<file path="config.mk">
export PLATFORM = sky130hd
export DESIGN_NAME = div_iter
export DESIGN_NICKNAME = d
export VERILOG_FILES = /design/src/rtl/div_pkg.sv /design/src/rtl/div_step.sv /design/src/rtl/div_iter.sv
export SDC_FILE = /design/constraint.sdc
export NUM_CORES = 1
export LEC_CHECK = 0
export ABC_CLOCK_PERIOD_IN_PS = 6900
export CAP_MARGIN = 5
export CORE_ASPECT_RATIO = 1.25
export CORE_MARGIN = 4
export CORE_UTILIZATION = 58
export CTS_CLUSTER_DIAMETER = 80
export DETAILED_ROUTE_END_ITERATION = 8
export GPL_ROUTABILITY_DRIVEN = 0
export PLACE_DENSITY_LB_ADDON = 0.15
export SKIP_CTS_REPAIR_TIMING = 1
export SLEW_MARGIN = 20
export SYNTH_ARGS = -nofsm -noshare
export SYNTH_HDL_FRONTEND = slang
export SYNTH_SLANG_ARGS = --single-unit
</file>
<file path="constraint.sdc">
create_clock -name clock -period 6.9 [get_ports clock]
set_clock_uncertainty 0.1 [all_clocks]
set_input_delay 2.07 -clock clock [delete_from_list [all_inputs] [get_ports clock]]
set_output_delay 2.07 -clock clock [all_outputs]
set_load 0.02 [all_outputs]
</file>
<file path="src/rtl/div_pkg.sv">
// -----------------------------------------------------------------------------
// div_pkg
// Shared definitions for the iterative restoring divider:
//   state_t    - FSM state encoding (IDLE, RUN, DONE)
//   MAX_WIDTH  - widest supported operand width
//   DIV0_Q     - divide-by-zero quotient pattern (all ones, sliced to WIDTH)
//   cnt_width  - width of the step counter, clog2(width+1)
// -----------------------------------------------------------------------------
package div_pkg;

   typedef enum logic [1:0] {
      IDLE = 2'd0,
      RUN  = 2'd1,
      DONE = 2'd2
   } state_t;

   localparam int MAX_WIDTH = 32;

   localparam logic [MAX_WIDTH-1:0] DIV0_Q = '1;

   // The counter must hold the value WIDTH itself, hence width+1.
   function automatic int cnt_width(input int width);
      return $clog2(width + 1);
   endfunction

endpackage

</file>
<file path="src/rtl/div_step.sv">
// -----------------------------------------------------------------------------
// div_step
// One combinational restoring-division step. The partial remainder is shifted
// left with the next dividend bit, the divisor is trial-subtracted in WIDTH+1
// bits, and the difference is kept only if it did not go negative.
//
// Ports:
//   i_rem      [WIDTH-1:0]  current partial remainder (always < divisor)
//   i_dvd_msb               dividend bit being shifted in
//   i_dvs      [WIDTH-1:0]  divisor
//   o_rem      [WIDTH-1:0]  new partial remainder
//   o_qbit                  quotient bit produced by this step
// -----------------------------------------------------------------------------
module div_step #(
   parameter int WIDTH = 8
) (
   input  logic [WIDTH-1:0] i_rem,
   input  logic             i_dvd_msb,
   input  logic [WIDTH-1:0] i_dvs,
   output logic [WIDTH-1:0] o_rem,
   output logic             o_qbit
);

   logic [WIDTH:0] w_diff;

   assign w_diff = {i_rem, i_dvd_msb} - {1'b0, i_dvs};

   // Sign bit of the WIDTH+1 bit difference: 0 means the divisor fit.
   assign o_qbit = ~w_diff[WIDTH];

   // On restore the shifted value is below the divisor, so it fits in WIDTH
   // bits and the shifted-out MSB of i_rem is known to be zero.
   assign o_rem = o_qbit ? w_diff[WIDTH-1:0] : {i_rem[WIDTH-2:0], i_dvd_msb};

endmodule

</file>
<file path="src/rtl/div_iter.sv">
// -----------------------------------------------------------------------------
// div_iter
// Parametrised iterative restoring divider, one quotient bit per clock.
// start/busy/done handshake, divide-by-zero flagged via error.
//
// Optional feature macro: DIV_SIGNED_EN
//   defined   - two's-complement operands and results; magnitudes are taken
//               on accept and signs corrected on entry to DONE (quotient
//               truncates toward zero, remainder follows the dividend sign).
//   undefined - unsigned operation, no sign logic.
//
// Ports:
//   clock               rising-edge clock
//   reset               synchronous active-high reset, dominates all inputs
//   start               request, accepted only while busy=0
//   x      [WIDTH-1:0]  dividend, sampled on accept
//   y      [WIDTH-1:0]  divisor, sampled on accept
//   busy                high while a division is running
//   done                one-cycle pulse when q/r/error are updated
//   q      [WIDTH-1:0]  quotient, held until the next accepted start
//   r      [WIDTH-1:0]  remainder, held until the next accepted start
//   error               divide-by-zero flag of the last operation
// -----------------------------------------------------------------------------
module div_iter
   import div_pkg::*;
#(
   parameter int WIDTH = 8
) (
   input  logic             clock,
   input  logic             reset,
   input  logic             start,
   input  logic [WIDTH-1:0] x,
   input  logic [WIDTH-1:0] y,
   output logic             busy,
   output logic             done,
   output logic [WIDTH-1:0] q,
   output logic [WIDTH-1:0] r,
   output logic             error
);

   localparam int CW = cnt_width(WIDTH);

   if (WIDTH < 2 || WIDTH > MAX_WIDTH) begin : g_bad_width
      $error("div_iter: WIDTH must be in 2..32");
   end

   state_t           r_state;
   logic [CW-1:0]    r_cnt;
   logic [WIDTH-1:0] r_rem;   // partial remainder
   logic [WIDTH-1:0] r_dvd;   // dividend shifting out MSB-first, quotient shifting in
   logic [WIDTH-1:0] r_dvs;   // divisor (magnitude in signed mode)
   logic             r_busy;
   logic             r_done;
   logic [WIDTH-1:0] r_q;
   logic [WIDTH-1:0] r_r;
   logic             r_err;

   logic [WIDTH-1:0] w_rem_next;
   logic             w_qbit;
   logic [WIDTH-1:0] w_q_mag;
   logic [WIDTH-1:0] w_r_mag;
   logic [WIDTH-1:0] w_x_mag;
   logic [WIDTH-1:0] w_y_mag;
   logic [WIDTH-1:0] w_q_fin;
   logic [WIDTH-1:0] w_r_fin;

   div_step #(.WIDTH(WIDTH)) u_step (
      .i_rem     (r_rem),
      .i_dvd_msb (r_dvd[WIDTH-1]),
      .i_dvs     (r_dvs),
      .o_rem     (w_rem_next),
      .o_qbit    (w_qbit)
   );

   // Results as they will stand after the current (final) step.
   assign w_q_mag = {r_dvd[WIDTH-2:0], w_qbit};
   assign w_r_mag = w_rem_next;

`ifdef DIV_SIGNED_EN
   logic w_x_neg;
   logic w_y_neg;
   logic r_q_neg;
   logic r_r_neg;

   assign w_x_neg = x[WIDTH-1];
   assign w_y_neg = y[WIDTH-1];
   // The most-negative value maps onto itself, which read as unsigned is the
   // correct magnitude, so no extra width is needed.
   assign w_x_mag = w_x_neg ? -x : x;
   assign w_y_mag = w_y_neg ? -y : y;
   assign w_q_fin = r_q_neg ? -w_q_mag : w_q_mag;
   assign w_r_fin = r_r_neg ? -w_r_mag : w_r_mag;

   always_ff @(posedge clock) begin
      if (reset) begin
         r_q_neg <= 1'b0;
         r_r_neg <= 1'b0;
      end else if (!r_busy && start && (y != '0)) begin
         r_q_neg <= w_x_neg ^ w_y_neg;
         r_r_neg <= w_x_neg;
      end
   end
`else
   assign w_x_mag = x;
   assign w_y_mag = y;
   assign w_q_fin = w_q_mag;
   assign w_r_fin = w_r_mag;
`endif

   // NOTE: sequential state uses non-blocking assignments so every register
   // samples pre-edge values regardless of statement order.
   always_ff @(posedge clock) begin
      if (reset) begin
         // NOTE: datapath registers are cleared along with control so a reset
         // mid-RUN leaves no stale operand or remainder behind.
         r_state <= IDLE;
         r_cnt   <= '0;
         r_rem   <= '0;
         r_dvd   <= '0;
         r_dvs   <= '0;
         r_busy  <= 1'b0;
         r_done  <= 1'b0;
         r_q     <= '0;
         r_r     <= '0;
         r_err   <= 1'b0;
      end else begin
         r_done <= 1'b0;
         case (r_state)
            IDLE, DONE: begin
               r_state <= IDLE;
               if (start) begin
                  if (y != '0) begin
                     r_state <= RUN;
                     r_busy  <= 1'b1;
                     r_cnt   <= CW'(WIDTH);
                     r_rem   <= '0;
                     r_dvd   <= w_x_mag;
                     r_dvs   <= w_y_mag;
                  end else begin
                     // Divide by zero resolves immediately, never entering RUN.
                     r_state <= DONE;
                     r_done  <= 1'b1;
                     r_q     <= DIV0_Q[WIDTH-1:0];
                     r_r     <= x;
                     r_err   <= 1'b1;
                  end
               end
            end

            RUN: begin
               r_rem <= w_rem_next;
               r_dvd <= w_q_mag;
               r_cnt <= r_cnt - CW'(1);
               if (r_cnt == CW'(1)) begin
                  r_state <= DONE;
                  r_busy  <= 1'b0;
                  r_done  <= 1'b1;
                  r_q     <= w_q_fin;
                  r_r     <= w_r_fin;
                  r_err   <= 1'b0;
               end
            end

            default: begin
               r_state <= IDLE;
               r_busy  <= 1'b0;
            end
         endcase
      end
   end

   assign busy  = r_busy;
   assign done  = r_done;
   assign q     = r_q;
   assign r     = r_r;
   assign error = r_err;

endmodule

</file>
# After elaboration in Yosys (flattened, before gate mapping)
# Cells that the tools add are included.
# Widths: inputs -> output; s select.
# op_classes
add_sub_neg	2
n_eq_ne	7
mux	33
bitwise_logic	1
n_reduce_logical	8
# ops
cell	count
$mux 8	11
$pmux 8 s2	4
$reduce_and 3->1	3
$sub 9x8->9	1
$mux 1	8
$mux 4	2
$ne 2x2->1 const B	4
$pmux 4 s2	1
$reduce_bool 8->1	1
$mux 2	3
$pmux 1 s2	3
$eq 4x1->1 const B	1
$pmux 2 s2	1
$reduce_and 4->1	1
$sub 4x1->4 const B	1
$eq 2x1->1 const B	1
$eq 2x2->1 const B	1
$logic_not 2->1	1
$reduce_bool 2->1	1
$reduce_or 2->1	1
$not 1->1	1
# word_totals
ff_bits	49
inputBits	19
out_inout_bits	19
word_cells	61

# Logic depth before layout (Yosys ltp)
# depth
depth_word	4
mapped_depth	10

# By module
# A second synthesis with hierarchy kept.
# hier_totals
cells_unflattened	275
hier_area_um2	2451.1
# modules_own_cells
module	n_inst	cells_each	area_each_um2	seq_area_each_um2
div_iter	1	217	1965.6	980.9
div_step	1	58	485.5	0.0

# Least setup slack after synthesis
# No wires, ideal clock.
# synth_timing
kind	input -> register
from	in y[3]
to	reg r_r[2], in the netlist r[2]
arrival_ns	3.383
setup_slack_ns	3.301
path_stages	7
path_cell_list	nor4_1 > nand3_1 > and2_0 > clkbuf_1 > a21oi_1 > o31ai_1 > o211a_1
# synth_between
elab_chain_cells	3
# synth_rtl
item	line_no	source
start, declared	div_iter.sv:33	input logic [WIDTH-1:0] y,
$reduce_bool 8->1	div_iter.sv:132	if (y != '0) begin
$ne 2x2->1 (no source line)	n/a	
$reduce_and 4->1 (no source line)	n/a	
end signal, assigned	div_iter.sv:159	r_r <= w_r_fin;
end, declared	div_iter.sv:55	logic [WIDTH-1:0] r_r;
# No other way between the ends.
# A chain may end at the register's enable or synchronous reset.

# Final worst setup path
# layout_timing
from	in start
to	reg r_r[2], in the netlist r[2]
# layout_between
elab_chain_cells	2
# layout_rtl
item	line_no	source
start, declared	div_iter.sv:31	input logic start,
$ne 2x2->1 (no source line)	n/a	
$reduce_and 4->1 (no source line)	n/a	
# No other way between the ends.

==> parameters.txt <==
Parameter                              Value

Pwr
  Total power after layout ... 0.814 mW
  Peak ir drop on the vdd network ... about 0.00014 V
  Leak Pwr ... ~1.2 nW
  Power density relative to cell area ... about 270 mW/mm^2

Routing
  First-pass iteration count of the detailed router ... 4
  Drt wl/cell ... 15.0 um
  Number of nets with antenna violations after routing ... 0
  Detailed-route via count ... 2,219
  Drt initial violations ... 121
  Number of DRC violations after detailed routing ... 0
  Overall routed net length ... 5.82 mm
  Vias/cell ... 5.73

Final layout
  Filler instances ... between 300 and 400
  Area grow syn2layout ... 20.4%
  Fraction of layout instances using a drive strength above 1 ... 8.16%
  Final-stage net count ... 360
  Antenna fix cells ... 0

Run status
  Run status ... completed

STA
  Post-layout min period ... 4250 ps
  RSZ-0062 raised after global routing ... no
  Maximum operating frequency ... 235 MHz
  Final cycle utilization of the critical path ... 61.6%
  Worst slew margin ... 34.1%
  Transition time at the pin with the least slew margin ... 989 ps
  Setup TNS ... 0 ps
  Slew Limit Fails ... 0
  Number of failing hold endpoints at the final stage ... 0
  Number of endpoints failing setup at the final stage ... 0

Logic synthesis
  Register bit total from synthesis ... 49
  Syn_nets ... 332
  Count of flip-flops with a built-in enable after synthesis ... 0
  Biggest area consumer among synthesized cells ... sky130_fd_sc_hd__dfxtp_1
  Top cells by area, synth ... sky130_fd_sc_hd__dfxtp_1, sky130_fd_sc_hd__nand2_1, sky130_fd_sc_hd__nor2_1, sky130_fd_sc_hd__a21oi_1, sky130_fd_sc_hd__ha_1
  Most common library cells after synthesis ... sky130_fd_sc_hd__dfxtp_1, sky130_fd_sc_hd__nand2_1, sky130_fd_sc_hd__nor2_1
  Most frequent cell after synthesis ... sky130_fd_sc_hd__dfxtp_1
  Post-Syn Area ... 0.00249 mm^2
  Post-synthesis sequential area ratio ... 39.4%
  Dominant register cell in the synthesized netlist ... sky130_fd_sc_hd__dfxtp_1
  Number of warnings issued by yosys ... 0
  Async set-or-reset flop fraction in the synthesized netlist ... 0%
  Area fraction of the dominant cell type after synthesis ... 39.4%
  Post-Synthesis Mean Instance Area ... 8.24 um^2
  Post-synthesis cell count ... 302
  Distinct cell type count after synthesis ... 47

Die
  CORE AREA ... 0.00413 mm^2
  Placement Rows ... 26
  Width of the die ... between 60 and 70 um
  Starting Density ... 60.2%
  Die outline area ... 0.00541 mm^2
  Die Span Y ... roughly 80 um
  Boundary pin count ... 38

Global routing
  Number of antenna violations at the first check in global routing ... 0
  Total Routing Usage GR ... 23.0%
  Number of global-route vias before repair ... around 2,200
  Global-route wire length before repair ... 9.81 mm
  Pin count of the biggest net entering global routing ... 34
  Final global-route overflow total ... 0

Clock network
  TritonCTS clock tree ... built
  CTS Buf Count ... 5
  Number of clock sinks ... 49
  Clock-pin slew on the worst setup and hold paths ... 90 ps
  Cell at the root of the clock tree ... sky130_fd_sc_hd__clkbuf_8
  Clock latency at the later pin of the worst-skew pair ... about 300 ps
  Clock H-tree levels ... 2
  Clock Path Buffers ... 2

Placed design
  Dpl hpwl ... about 4.3 mm
  Count of input and output buffers ... 37

Worst hold path
  HP Class ... reg2reg

Critical path
  Data arrival time of the critical path ... 4350 ps
  Sum of buffers and inverters on the critical path ... 1
  CP Launch Type ... input port
  Category of the worst setup path capture point ... flip-flop
  Worst Path Class, Setup ... in2reg
  Crit path required time ... around 7000 ps
  Delay contributed by the slowest stage of the critical path ... approximately 570 ps
  Cell type of the slowest stage on the worst timing path ... sky130_fd_sc_hd__nor2b_1
  CP Max Fanout ... 12
  Crit-path leading delay family ... simple AND/OR/NAND/NOR gates
  Cells along the critical path ... clkdlybuf4s50_1, nor2b_1, nand3_1, and2_0, a21oi_1, o31ai_1, o211a_1

Flow run
  Max-cap violation count ... 0
==> power by group <==
part / leakage [nW] / internal, mW / switching, mW
sequential: 0.400 / 0.304 / 0.0179
clock: 0.0681 / 0.144 / 0.0917
combinational: 0.700 / 0.107 / 0.150
total: 1.17 / 0.554 / 0.260
==> worst register-to-register path, stage by stage (launching register included) <==
cell and delay [ps]:
sky130_fd_sc_hd__dfxtp_1 320, sky130_fd_sc_hd__inv_1 80, sky130_fd_sc_hd__ha_1 160, sky130_fd_sc_hd__inv_1 50
sky130_fd_sc_hd__fa_1 410, sky130_fd_sc_hd__a21oi_1 240, sky130_fd_sc_hd__o22ai_2 180, sky130_fd_sc_hd__mux2i_2 370
sky130_fd_sc_hd__nor2_4 110, sky130_fd_sc_hd__mux2i_1 170, sky130_fd_sc_hd__a2111oi_2 370
==> sequential cells by signal, summed over array words and instances, names as in the netlist <==
signal and flops:
busy 1, r_cnt 4, r_state 2, error 1, r_dvd 8, r_rem 8, done 1, r_dvs 8
q 8, r 8
==> worst paths after layout <==
path | from | endpoint | slack, ps | depth (start not counted)
worst max-delay path | start | r[2] | 2650 | 7
worst max register to register | r_dvd[7] | r[3] | 4240 | 10
worst min-delay path | r_dvs[2] | r_dvs[2] | 360 | 2
worst min register to register | r_dvs[2] | r_dvs[2] | 360 | 2
==> cells by family (layout without fill, tap and decap cells) <==
logic type                 after synthesis  in the layout  share of synthesized area [%]
muxes                                    6              6                           2.61
adders and majority gates               11             11                           5.83
DFF                                     49             49                           39.4
and+or+nand+nor                        116            116                           21.3
buffers and inverters                   32             61                           5.23
AOI/OAI and AO/OA                       81             81                           23.2
xor gates and xnor gates                 7              7                           2.46
==> area by class of cell <==
type | instances | area (um^2) | share of cell area (%)
clock buffer | 5 | 68.8 | 2.30
tap | 56 | 70.1 | 2.34
sequential | 49 | 981 | 32.7
multi-input combinational | 221 | 1380 | 46.0
inverter | 15 | 56.3 | 1.88
clock inverter | 3 | 65.1 | 2.17
timing repair buffer | 38 | 378 | 12.6
==> metrics by stage <==
stage	std cells	hold WS, ps	setup slack, ps	instance area [um^2]	utilization [%]
2_1_floorplan	302	336	3300	2490	-
3_3_place_gp	379	345	2500	2860	69.3
3_5_place_dp	379	349	2390	2860	69.3
4_1_cts	387	361	2650	3000	72.5
5_1_grt	387	382	2510	3000	72.5
6_report	387	357	2650	3000	72.5
==> routing by layer <==
metal / GRT usage, % / part of all wire, %
met3: 2.63 / 2.4
met1: 29.0 / 44
met5: 0 / 0
met2: 40.0 / 51
met4: 8.13 / 2.0
==> cells in the final DEF (no fill, tap or decap), types with 2 or more instances in the layout <==
cell type                          n
sky130_fd_sc_hd__a2111oi_2         2
sky130_fd_sc_hd__a211oi_1          2
sky130_fd_sc_hd__a21o_1            5
sky130_fd_sc_hd__a21oi_1          25
sky130_fd_sc_hd__a22oi_1           2
sky130_fd_sc_hd__a311oi_1          8
sky130_fd_sc_hd__a31oi_1           4
sky130_fd_sc_hd__and2_1            2
sky130_fd_sc_hd__bufinv_16         2
sky130_fd_sc_hd__clkbuf_8          5
sky130_fd_sc_hd__clkdlybuf4s50_1  37
sky130_fd_sc_hd__dfxtp_1          49
sky130_fd_sc_hd__ha_1             10
sky130_fd_sc_hd__inv_1            15
sky130_fd_sc_hd__mux2i_1           4
sky130_fd_sc_hd__nand2_1          47
sky130_fd_sc_hd__nand2b_1          2
sky130_fd_sc_hd__nand3_1           4
sky130_fd_sc_hd__nand3b_1          2
sky130_fd_sc_hd__nor2_1           37
sky130_fd_sc_hd__nor2b_1           4
sky130_fd_sc_hd__nor3_1            4
sky130_fd_sc_hd__nor4_1            4
sky130_fd_sc_hd__o211ai_1          3
sky130_fd_sc_hd__o21ai_0          15
sky130_fd_sc_hd__o221a_2           7
sky130_fd_sc_hd__o31ai_1           3
sky130_fd_sc_hd__xnor2_1           2
sky130_fd_sc_hd__xor2_1            5
Power figures use the tool's default switching activity.
